--- src/rtl/siso_frame_rx.sv ---
// Serial frame receiver: start bit, then WIDTH data bits MSB-first, presented on a valid/ready bus.
// Define SISO_RX_PARITY_EN to expect a trailing even-parity bit and report it on parity_err.
module siso_frame_rx #(
    parameter int WIDTH = 8,
    parameter int CNT_W = 6
) (
    input  logic             clk,
    input  logic             rs,
    input  logic             si,
    output logic [WIDTH-1:0] dout,
    output logic             dout_valid,
    input  logic             dout_ready,
    output logic             busy,
    output logic             overrun,
    output logic             parity_err
);

    typedef enum logic [1:0] {
        IDLE = 2'd0,
        DATA = 2'd1,
        PAR  = 2'd2,
        HOLD = 2'd3
    } state_t;

    localparam logic [CNT_W-1:0] LAST_BIT = CNT_W'(WIDTH - 1);

    state_t           state_q;
    logic [WIDTH-1:0] shift_q;
    logic [CNT_W-1:0] cnt_q;
    logic [WIDTH-1:0] dout_q;
    logic             dout_valid_q;
    logic             busy_q;
    logic             overrun_q;
    logic [WIDTH-1:0] shift_d;

    assign shift_d = {shift_q[WIDTH-2:0], si};

`ifdef SISO_RX_PARITY_EN
    logic parity_err_q;
`endif

    always_ff @(posedge clk or negedge rs) begin
        if (!rs) begin
            state_q      <= IDLE;
            shift_q      <= '0;
            cnt_q        <= '0;
            dout_q       <= '0;
            dout_valid_q <= 1'b0;
            busy_q       <= 1'b0;
            overrun_q    <= 1'b0;
`ifdef SISO_RX_PARITY_EN
            parity_err_q <= 1'b0;
`endif
        end else begin
            case (state_q)
                IDLE: begin
                    if (si) begin
                        state_q <= DATA;
                        cnt_q   <= '0;
                        busy_q  <= 1'b1;
                    end
                end
                DATA: begin
                    shift_q <= shift_d;
                    cnt_q   <= cnt_q + CNT_W'(1);
                    if (cnt_q == LAST_BIT) begin
`ifdef SISO_RX_PARITY_EN
                        state_q <= PAR;
`else
                        dout_q       <= shift_d;
                        dout_valid_q <= 1'b1;
                        busy_q       <= 1'b0;
                        state_q      <= HOLD;
`endif
                    end
                end
`ifdef SISO_RX_PARITY_EN
                PAR: begin
                    // si is the parity bit; even parity means the XOR over data and parity is 0
                    dout_q       <= shift_q;
                    parity_err_q <= (^shift_q) ^ si;
                    dout_valid_q <= 1'b1;
                    busy_q       <= 1'b0;
                    state_q      <= HOLD;
                end
`endif
                HOLD: begin
                    if (dout_ready) begin
                        dout_valid_q <= 1'b0;
                        state_q      <= IDLE;
                    end else if (si) begin
                        overrun_q <= 1'b1;
                    end
                end
                default: begin
                    state_q <= IDLE;
                    busy_q  <= 1'b0;
                end
            endcase
        end
    end

    assign dout       = dout_q;
    assign dout_valid = dout_valid_q;
    assign busy       = busy_q;
    assign overrun    = overrun_q;
`ifdef SISO_RX_PARITY_EN
    assign parity_err = parity_err_q;
`else
    assign parity_err = 1'b0;
`endif

endmodule

--- config.mk ---
export PLATFORM = sky130hd
export DESIGN_NAME = siso_frame_rx
export DESIGN_NICKNAME = d
export VERILOG_FILES = /design/src/rtl/siso_frame_rx.sv
export SDC_FILE = /design/constraint.sdc
export NUM_CORES = 1
export LEC_CHECK = 0
export ABC_AREA = 0
export BUFFER_PORTS_ARGS = -buffer_cell sky130_fd_sc_hd__buf_4
export CELL_PAD_IN_SITES_DETAIL_PLACEMENT = 1
export CELL_PAD_IN_SITES_GLOBAL_PLACEMENT = 1
export CORE_AREA = 4 4 47 70
export CTS_CLUSTER_DIAMETER = 30
export CTS_CLUSTER_SIZE = 40
export DETAILED_ROUTE_END_ITERATION = 7
export DIE_AREA = 0 0 51 74
export PLACE_DENSITY = 0.71
export SLEW_MARGIN = 20
export SYNTH_ARGS = -nofsm -noshare
export SYNTH_HDL_FRONTEND = slang
export SYNTH_SLANG_ARGS = --single-unit
--- constraint.sdc ---
create_clock -name clk -period 2.2 [get_ports clk]
set_clock_uncertainty 0.2 [all_clocks]
set_input_delay 0.11 -clock clk [delete_from_list [all_inputs] [get_ports clk]]
set_output_delay 0.11 -clock clk [all_outputs]
set_load 0.05 [all_outputs]
After elaboration in Yosys (flattened, before gate mapping)
Cells that the tools add are included.
{"block": "classes", "n_addsub": 1, "n_eq_ne": 6, "muxes": 12, "bitwise": 2, "n_reduce_logical": 9}
{"cell": "case mux 6 bit (2 select lines)", "count": 1}
{"cell": "AND reduction 3 bit", "count": 4}
{"cell": "adder 6 x 1 -> 6 bit (second input constant)", "count": 1}
{"cell": "equality test 6 x 3 -> 1 bit (second input constant)", "count": 1}
{"cell": "2-to-1 mux 2 bit", "count": 3}
{"cell": "2-to-1 mux 6 bit", "count": 1}
{"cell": "inequality test 2 bit (second input constant)", "count": 3}
{"cell": "case mux 2 bit (3 select lines)", "count": 1}
{"cell": "2-to-1 mux 1 bit", "count": 4}
{"cell": "AND reduction 2 bit", "count": 2}
{"cell": "nonzero test 2 bit", "count": 2}
{"cell": "case mux 1 bit (3 select lines)", "count": 1}
{"cell": "equality test 2 x 1 -> 1 bit (second input constant)", "count": 1}
{"cell": "equality test 2 bit (second input constant)", "count": 1}
{"cell": "zero test 2 bit", "count": 1}
{"cell": "NOT 1 bit", "count": 2}
{"cell": "case mux 1 bit (2 select lines)", "count": 1}
{"block": "word_totals", "register_bits": 26, "in_bits": 4, "wordCells": 37}

Longest topological paths before layout
Gate-level depths: netlist of run 1.
{"block": "logic_depth", "ltp_word": 3, "depth_mapped": 5, "depth_no_buf": 4}

Worst setup path before layout of run 1
OpenSTA, ideal clock, no wires.
{"block": "synth_path", "kind": "register to register", "startpoint": "register cnt_q[0]", "endpoint": "register dout_q[0] (netlist: dout[0])", "arrival_ps": 1427, "path_slack_ps": 449, "path_stages_with_launch": 5, "n_path_buf": 0, "period_less_slack_ps": 1751, "cell_sequence": "dfrtp_1 -> ha_1 -> nand4bb_1 -> nor3_4 -> mux2_2"}
{"block": "synth_via", "elab_chain_cells": 2}
{"element": "start: declaration", "line_no": "29", "source": "logic [CNT_W-1:0] cnt_q;"}
{"element": "start signal: assignment", "line_no": "65", "source": "cnt_q <= cnt_q + CNT_W'(1);"}
{"element": "equality test 6 x 3 -> 1 bit", "line_no": "66", "source": "if (cnt_q == LAST_BIT) begin"}
{"element": "AND reduction 2 bit (no source line)"}
{"element": "end signal: assignment", "line_no": "70", "source": "dout_q <= shift_d;"}
{"element": "end: declaration", "line_no": "30", "source": "logic [WIDTH-1:0] dout_q;"}
No other way between the ends.
A chain may end at the register's enable or synchronous reset.

Worst setup path after layout of run 1
{"block": "layout_path", "startpoint": "register cnt_q[0]", "endpoint": "register dout_q[3] (netlist: dout[3])"}
Same word-level chain as after synthesis.

==> impl_metrics.tcl, run 1 <==
set metrics [dict create \
    drc_errors 0 \
    crit_chain "ha_1, nand4bb_1, nor3_4, mux2_2" \
    fin_setup_tns_ns 0 \
    maxSlewViolCount 0 \
    p_sw_uw 1025 \
    p_leak_uw 0.0006308 \
    drt-initial-drc-count 15 \
    fmax_mhz 502.0 \
    slowest_stage "nor3_4" \
    cp.required_ns 2.16 \
    synth-seq-area-share 0.5791 \
    finalPower_uw 2369 \
    clock-sinks 26 \
    synthTopCellsByArea "dfrtp_1, nand2_1, mux2_2" \
    r2r_start "cnt_q[0]" \
    die_area_um2 3774 \
    fill_cells 296 \
    rsz0062_at_grt "no" \
    syn_nets 107 \
    synth_edf_count 0 \
    cap_violations 0 \
    wl_per_cell_um 14.62 \
    cp.arrival_ns 1.95 \
    power.share.clock 0.166 \
    post_cts_buffers 0 \
    antenna_found_initial 0 \
    intPower_uw 1344 \
    vdd_drop_max_mv 0.6877 \
    cts.clk_slew.worst_paths_ns 0.09 \
    ys_ff_latch 26 \
    finalSetupViolCount 0 \
    fin_crit_sh 0.9055 \
    worst_setup_path_end_kind "flip-flop" \
    initial_core_util 0.4198 \
    drive_gt1_frac 0.2521 \
    die_x_um 51 \
    yosysWarnings 0 \
    clk_latency_ns 0.27 \
    critical_path.max_fanout 9 \
    rows 23 \
    placed_cells 148 \
    cts_made_buffers 3 \
    first_pass_iters 4 \
    final.min_clock_period_ns 1.992 \
    nets 125 \
    num_vias 785 \
    worstSetupPathType "flip-flop to flip-flop" \
    syn_avg_cell_area_um2 11.02 \
    io_buffer_count 14 \
    place_area_um2 1234 \
    rrSetupSlack_ns 0.21 \
    n_antenna_cell 0 \
    via_per_inst 5.032 \
    pwr-share-seq 0.381 \
    htreeDepth 1 \
    hpwl_um 1565 \
    switching_share 0.4328 \
    status "finished, final reports clean" \
    grt_pass1_wl_um 3898 \
    grt_overflow 0 \
    grt_usage 0.1361 \
    yosys.area.top_type "dfrtp_1" \
    synthCells 102 \
    grt_max_degree 27 \
    design.core.area_um2 2676 \
    cp-start-kind "flip-flop" \
    final_util 0.5026 \
    power_density_nw_per_um2 1761 \
    area_growth_syn_to_layout_pct 19.71 \
    synth_top_area_frac 0.5791 \
    pin_count 16 \
    cp_slowest_stage_delay_ns 0.43 \
    syn_area_um2 1124 \
    finalHoldViolCount 0 \
    final_cells 156 \
    hold_path.class "primary input to async pin" \
    synth.distinct_cells 29 \
    clk_path_buf_depth 2 \
    synthFlopType "dfrtp_1" \
    synthArstFlopShare 1.000 \
    clock-root-buffer "clkbuf_8" \
    grt_pass1_vias 846 \
    gp_congestion 0.7264 \
    crit_start "cnt_q[0]" \
    ant_nets 0 \
    wl_um 2280 \
    power_frac_comb 0.454 \
    final_area_um2 1345 \
    die_height_um 74 \
    cts_tree "yes" \
]
[metal layers]
layer | vias to the layer above | GRT usage | routed length [µm]
met4 | 0 | 0.05389 | 19
met2 | 13 | 0.2525 | 1234
met1 | 394 | 0.1556 | 972
met3 | 2 | 0.01804 | 54
met5 | - | 0 | 0
li1 | 376 | - | -
[repair_timing]
| item | 4_1_cts | 5_1_grt |
|---|---|---|
| hold buffers | 4 | 0 |
| endpoints found under the hold margin | 33 | 0 |
| gates resized for setup | 0 | 0 |
[cell families after synthesis]
logic type,count (synthesis),share of synthesized area
AO/OA/AOI/OAI,16,0.09133
XOR/XNOR,1,0.007797
adder cells (fa/ha/maj),1,0.01113
AND/OR/NAND/NOR,41,0.1804
multiplexers,8,0.08018
buffers and inverters,8,0.04676
flip-flops,26,0.5791
other,1,0.003338
[cell usage in the layout, fill, tap and decap left out]
cell type,Yosys,final
nand2_1,29,29
dfrtp_1,26,26
buf_4,2,14
mux2_2,8,8
o21ai_0,4,4
a21oi_1,4,4
dlygate4sd3_1,0,4
nand3_1,3,3
inv_1,3,3
clkbuf_8,0,3
nor3_1,2,2
nand2b_4,1,1
nand4bb_1,1,1
nor3_4,1,1
and2b_2,1,1
xor2_1,1,1
o21bai_1,1,1
o22ai_1,1,1
nor3b_1,1,1
nor2_1,1,1
o21a_1,1,1
o211ai_1,1,1
or4_1,1,1
a22o_1,1,1
a2bb2oi_1,1,1
a211oi_1,1,1
a31o_2,1,1
ha_1,1,1
conb_1,1,1
bufinv_16,0,1
[cell usage after synthesis, drive strengths merged, types with 3 or more instances]
| library cell | count |
|---|---|
| mux2 | 8 |
| dfrtp | 26 |
| buf | 4 |
| nand3 | 3 |
| a21oi | 4 |
| o21ai | 4 |
| nor3 | 3 |
| nand2 | 29 |
| inv | 3 |
[critical path, delay by kind of cell (launching register included)]
kind	cells	cell delay, ns
fa+ha+maj	1	0.24
flops	1	0.41
mux	1	0.39
simple gates	2	0.65
[registers in the layout (all words and copies together) (netlist names)]
| name | flops |
|---|---|
| overrun | 1 |
| cnt_q | 6 |
| state_q | 2 |
| shift_q | 7 |
| dout | 8 |
| busy | 1 |
| dout_valid | 1 |
[layout make-up]
cell class                 instances  area (µm²)  area share
sequential                        26       650.6      0.4837
multi-input combinational         68       420.4      0.3126
timing repair buffer              18       145.1      0.1079
tap                               37       46.29     0.03442
clock buffer                       3       41.29     0.03070
clock inverter                     1       30.03     0.02233
inverter                           3       11.26    0.008372
[worst paths after layout]
path / endpoint / depth (start not counted)
worst max-delay path: dout[3] / 4
worst min-delay path: state_q[0] / 2
worst max register to register: dout[3] / 4
worst min register to register: overrun / 1
max in group asynchronous: shift_q[5] / 2
min in group clk: overrun / 1
[per-stage QoR]
stage | setup WS (ns) | hold WS, ns
floorplan | 0.4485 | -0.3856
global placement | 0.2950 | -0.1695
detailed placement | 0.2087 | -0.1618
CTS | 0.1849 | 0.08223
global route | 0.07663 | 0.1227
finish | 0.2078 | 0.08706
[power groups by stage]
stage               Combinational (µW)  Sequential, µW  Clock, µW
finish                            1070             902        392
global route                      1160             944        422
CTS                               1090             907        405
detailed placement                1070             915          0
global placement                  1050             897          0
floorplan                          527            1180          0
(Power assumes the default switching activity.)
==> inputs of run 2 (changes only) <==
Settings changed: CORE_AREA 4 4 47 70 to 4 4 49 73, DIE_AREA 0 0 51 74 to 0 0 53 77, PLACE_DENSITY 0.71 to 0.68.
Clock period 2.2 ns to 1.7 ns, I/O delays scaled along.
==> run 2 against run 1 <==
Net effect: clock-buffer cell count is the same; clock power grew 30%; worst setup slack lost 0.19 ns; largest cell class unchanged.
==> impl_metrics.tcl, run 2 (same netlist as run 1, synthesis figures left out) <==
set metrics [dict create \
    wl_um 2519 \
    p_leak_uw 0.0006935 \
    hold_path.class "primary input to async pin" \
    design.core.area_um2 2913 \
    area_growth_syn_to_layout_pct 31.40 \
    antenna_found_initial 0 \
    first_pass_iters 4 \
    fmax_mhz 596.0 \
    drive_gt1_frac 0.3385 \
    die_area_um2 4081 \
    layout_commonest_cell "nand2_1" \
    wl_per_cell_um 14.91 \
    grt_overflow 0 \
    maxSlewViolCount 0 \
    ant_nets 0 \
    final_cell_mix "nand2_1, dfrtp_1, buf_4, mux2_2" \
    worst_setup_path_end_kind "flip-flop" \
    rows 24 \
    hold_ws_ns 0.05606 \
    die_height_um 77 \
    vdd_drop_max_mv 1.202 \
    htreeDepth 1 \
    fill_cells 341 \
    n_antenna_cell 0 \
    seq_area_um2 651.9 \
    die_x_um 53 \
    grt_pass1_vias 934 \
    largest_reg_flops 8 \
    grt_pass1_wl_um 4271 \
    hpwl_um 1848 \
    clock-root-buffer "clkbuf_8" \
    cts_made_buffers 3 \
    crit_chain "ha_4, nand4bb_4, nor3_4, buf_12, mux2_2" \
    drc_errors 0 \
    fin_crit_sh 0.9870 \
    worstSetupPathType "flip-flop to flip-flop" \
    cp.required_ns 1.66 \
    via_per_inst 4.882 \
    rsz0062_at_grt "yes" \
    critPathTopFamily "flip-flops" \
    clock-sinks 26 \
    final.min_clock_period_ns 1.678 \
    clk_latency_ns 0.27 \
    nets 136 \
    cts_tree "yes" \
    placed_cells 160 \
    gp_congestion 0.7179 \
    cp_slowest_stage_delay_ns 0.41 \
    cp_num_buf_inv 1 \
    initial_core_util 0.3857 \
    cp.arrival_ns 1.64 \
    cap_violations 0 \
    final_cells 169 \
    pin_count 16 \
    cts.clk_slew.worst_paths_ns 0.09 \
    status "finished, final reports clean" \
    num_vias 825 \
    critical_path.max_fanout 9 \
    grt_usage 0.1395 \
    io_buffer_count 14 \
    finalHoldViolCount 0 \
    grt_max_degree 27 \
    clk_path_buf_depth 2 \
    cp-start-kind "flip-flop" \
    fin_setup_tns_ns 0 \
    slowest_stage "dfrtp_1" \
    drt-initial-drc-count 18 \
    finalPower_uw 3335 \
    power_density_nw_per_um2 2259 \
    multi_input_area_um2 452.9 \
    finalSetupViolCount 0 \
]
run 2: worst paths after layout:
path / startpoint / to / slack [ns] / cells after the start
hold / removal: rs / state_q[1] / 0.06 / 2
setup / recovery: cnt_q[1] / dout[0] / 0.02 / 5
min in group clk: overrun / overrun / 0.30 / 1
hold reg to reg: overrun / overrun / 0.30 / 1
max in group asynchronous: rs / state_q[0] / 0.98 / 2
setup reg to reg: cnt_q[1] / dout[0] / 0.02 / 5
run 2: layer usage:
metal	wire length, µm	up-vias	share of wire	GRT usage
met5	0	-	0	0
met4	20	0	0.0079	0.03836
met3	67	2	0.027	0.02907
met2	1382	14	0.55	0.2500
met1	1048	410	0.42	0.1606
li1	-	399	-	-
run 2: layout make-up:
| class | count | share of cell area |
|---|---|---|
| multi-input combinational | 68 | 0.3068 |
| sequential | 26 | 0.4415 |
| inverter | 3 | 0.007627 |
| tap | 39 | 0.03305 |
| clock buffer | 3 | 0.02797 |
| timing repair buffer | 29 | 0.1627 |
| clock inverter | 1 | 0.02034 |
run 2: what timing repair did:
| item | 4_1_cts | 5_1_grt |
|---|---|---|
| pin swaps | 1 | 0 |
| hold buffers | 4 | 0 |
| endpoints found under the setup margin | 8 | 9 |
| setup buffers | 0 | 1 |
| resized for setup | 0 | 2 |
| endpoints found under the hold margin | 33 | 0 |
run 2: stage by stage:
stage | setup slack [ns] | util | area (µm²)
after global placement | 0.03035 | 0.4643 | 1353
final | 0.02206 | 0.5069 | 1476
after global routing | -0.03565 | 0.5069 | 1476
after floorplan | -0.01505 | - | 1152
after detailed placement | -0.02860 | 0.4643 | 1353
after CTS | 0.004213 | 0.5026 | 1464
run 2: power by group:
part	switching, µW	total (µW)	internal, µW	leakage, µW
registers	231	1150	919	0.000318
logic	981	1670	693	0.000340
clock network	195	510	315	0.0000357
total	1410	3330	1930	0.000693
==> inputs of run 3 (changes only) <==
Settings changed: SETUP_SLACK_MARGIN set to 0.1.
==> run 3 against run 2 <==
Net effect: non-clock buffer count down 1; utilization decreased by 0.39 points; critical path depth did not move; highest routed layer unchanged.
==> impl_metrics.tcl, run 3 (same netlist as run 1, synthesis figures left out) <==
set metrics [dict create \
    rows 24 \
    final_util 0.5030 \
    gp_congestion 0.7179 \
    cp_slowest_stage_delay_ns 0.41 \
    grt_pass1_vias 928 \
    fin_setup_tns_ns 0 \
    antenna_found_initial 0 \
    die_area_um2 4081 \
    largest_reg_flops 8 \
    cts_tree "yes" \
    grt_pass1_wl_um 4250 \
    clk_latency_ns 0.27 \
    hold_path.class "primary input to async pin" \
    final.min_clock_period_ns 1.676 \
    slowest_stage "dfrtp_1" \
    worstSetupPathType "flip-flop to flip-flop" \
    cap_violations 0 \
    drt-initial-drc-count 20 \
    crit_chain "ha_4, nand4bb_4, nor3_4, buf_12, mux2_2" \
    design.core.area_um2 2913 \
    cp_num_buf_inv 1 \
    rsz0062_at_grt "yes" \
    pin_count 16 \
    final_cell_mix "nand2_1, dfrtp_1, buf_4, mux2_2" \
    io_buffer_count 14 \
    finalHoldViolCount 0 \
    nets 135 \
    htreeDepth 1 \
    drc_errors 0 \
    critPathTopFamily "flip-flops" \
    grt_overflow 0 \
    hpwl_um 1848 \
    die_height_um 77 \
    area_growth_syn_to_layout_pct 30.40 \
    cp.arrival_ns 1.64 \
    num_vias 820 \
    finalSetupViolCount 0 \
    n_antenna_cell 0 \
    power_density_nw_per_um2 2269 \
    via_per_inst 4.881 \
    hold_ws_ns 0.05715 \
    p_leak_uw 0.0006922 \
    wl_per_cell_um 14.93 \
    ant_nets 0 \
    layout_commonest_cell "nand2_1" \
    wl_um 2509 \
    drive_gt1_frac 0.3333 \
    clk_path_buf_depth 2 \
    maxSlewViolCount 0 \
    fmax_mhz 596.7 \
    fill_cells 341 \
    cts.clk_slew.worst_paths_ns 0.09 \
    seq_area_um2 650.6 \
    initial_core_util 0.3857 \
    critical_path.max_fanout 9 \
    multi_input_area_um2 452.9 \
    first_pass_iters 4 \
    cp.required_ns 1.66 \
    vdd_drop_max_mv 1.210 \
    grt_usage 0.1388 \
    status "finished, final reports clean" \
    cp-start-kind "flip-flop" \
    die_x_um 53 \
    clock-root-buffer "clkbuf_8" \
    finalPower_uw 3325 \
    worst_setup_path_end_kind "flip-flop" \
    fin_crit_sh 0.9858 \
    clock-sinks 26 \
    cts_made_buffers 3 \
    grt_max_degree 27 \
]
==> run 3: cell count changes in the layout (fill, tap and decap cells not counted) <==
cell and delta:
dfrtp_1 +1, dlygate4sd3_1 -1, dfrtp_2 -1
==> run 3: power by group <==
group / internal, µW / leakage (µW) / switching [µW] / total (µW)
clock: 315 / 0.0000357 / 198 / 513
sequential: 918 / 0.000318 / 232 / 1150
combinational: 683 / 0.000338 / 980 / 1660
total: 1920 / 0.000692 / 1410 / 3320
==> run 3: metal layers <==
layer | vias to the layer above | GRT usage | part of all wire
met3 | 2 | 0.02907 | 0.027
met1 | 409 | 0.1606 | 0.43
li1 | 395 | - | -
met4 | 0 | 0.03836 | 0.0080
met5 | - | 0 | 0
met2 | 14 | 0.2475 | 0.54
==> run 3: what timing repair did <==
action / CTS / global route
hold buffers: 3 / 0
setup endpoints to repair: 8 / 9
gates cloned: 0 / 0
pin swaps: 1 / 0
setup buffers: 0 / 1
gates resized for setup: 0 / 1
hold endpoints to repair: 33 / 0
==> run 3: worst paths after layout <==
kind | from | endpoint | slack (ns) | depth (start not counted)
min in group clk | overrun | overrun | 0.30 | 1
hold / removal | rs | state_q[0] | 0.06 | 2
setup reg to reg | cnt_q[1] | dout[0] | 0.02 | 5
max in group asynchronous | rs | cnt_q[1] | 0.98 | 2
hold reg to reg | overrun | overrun | 0.30 | 1
setup / recovery | cnt_q[1] | dout[0] | 0.02 | 5
==> run 3: per-stage QoR <==
stage          setup slack, ns  instances  instance area [µm²]
2_1_floorplan         -0.01505        102                 1152
3_3_place_gp           0.03035        160                 1353
3_5_place_dp          -0.02860        160                 1353
4_1_cts               0.004213        167                 1454
5_1_grt               -0.03563        168                 1465
6_report               0.02407        168                 1465
==> run 3: area by class of cell <==
type / count / share of cell area
Sequential cell: 26 / 0.4441
Multi-Input combinational cell: 68 / 0.3091
Inverter: 3 / 0.007686
Timing Repair Buffer: 28 / 0.1571
Clock inverter: 1 / 0.02050
Clock buffer: 3 / 0.02818
Tap cell: 39 / 0.03330
==> run 3: worst reg2reg max path: cells and delay by family (launching register included) <==
family / cells / cell delay (ns)
buffers and inverters: 1 / 0.16
DFF: 1 / 0.41
and+or+nand+nor: 2 / 0.31
adders and majority gates: 1 / 0.17
muxes: 1 / 0.33
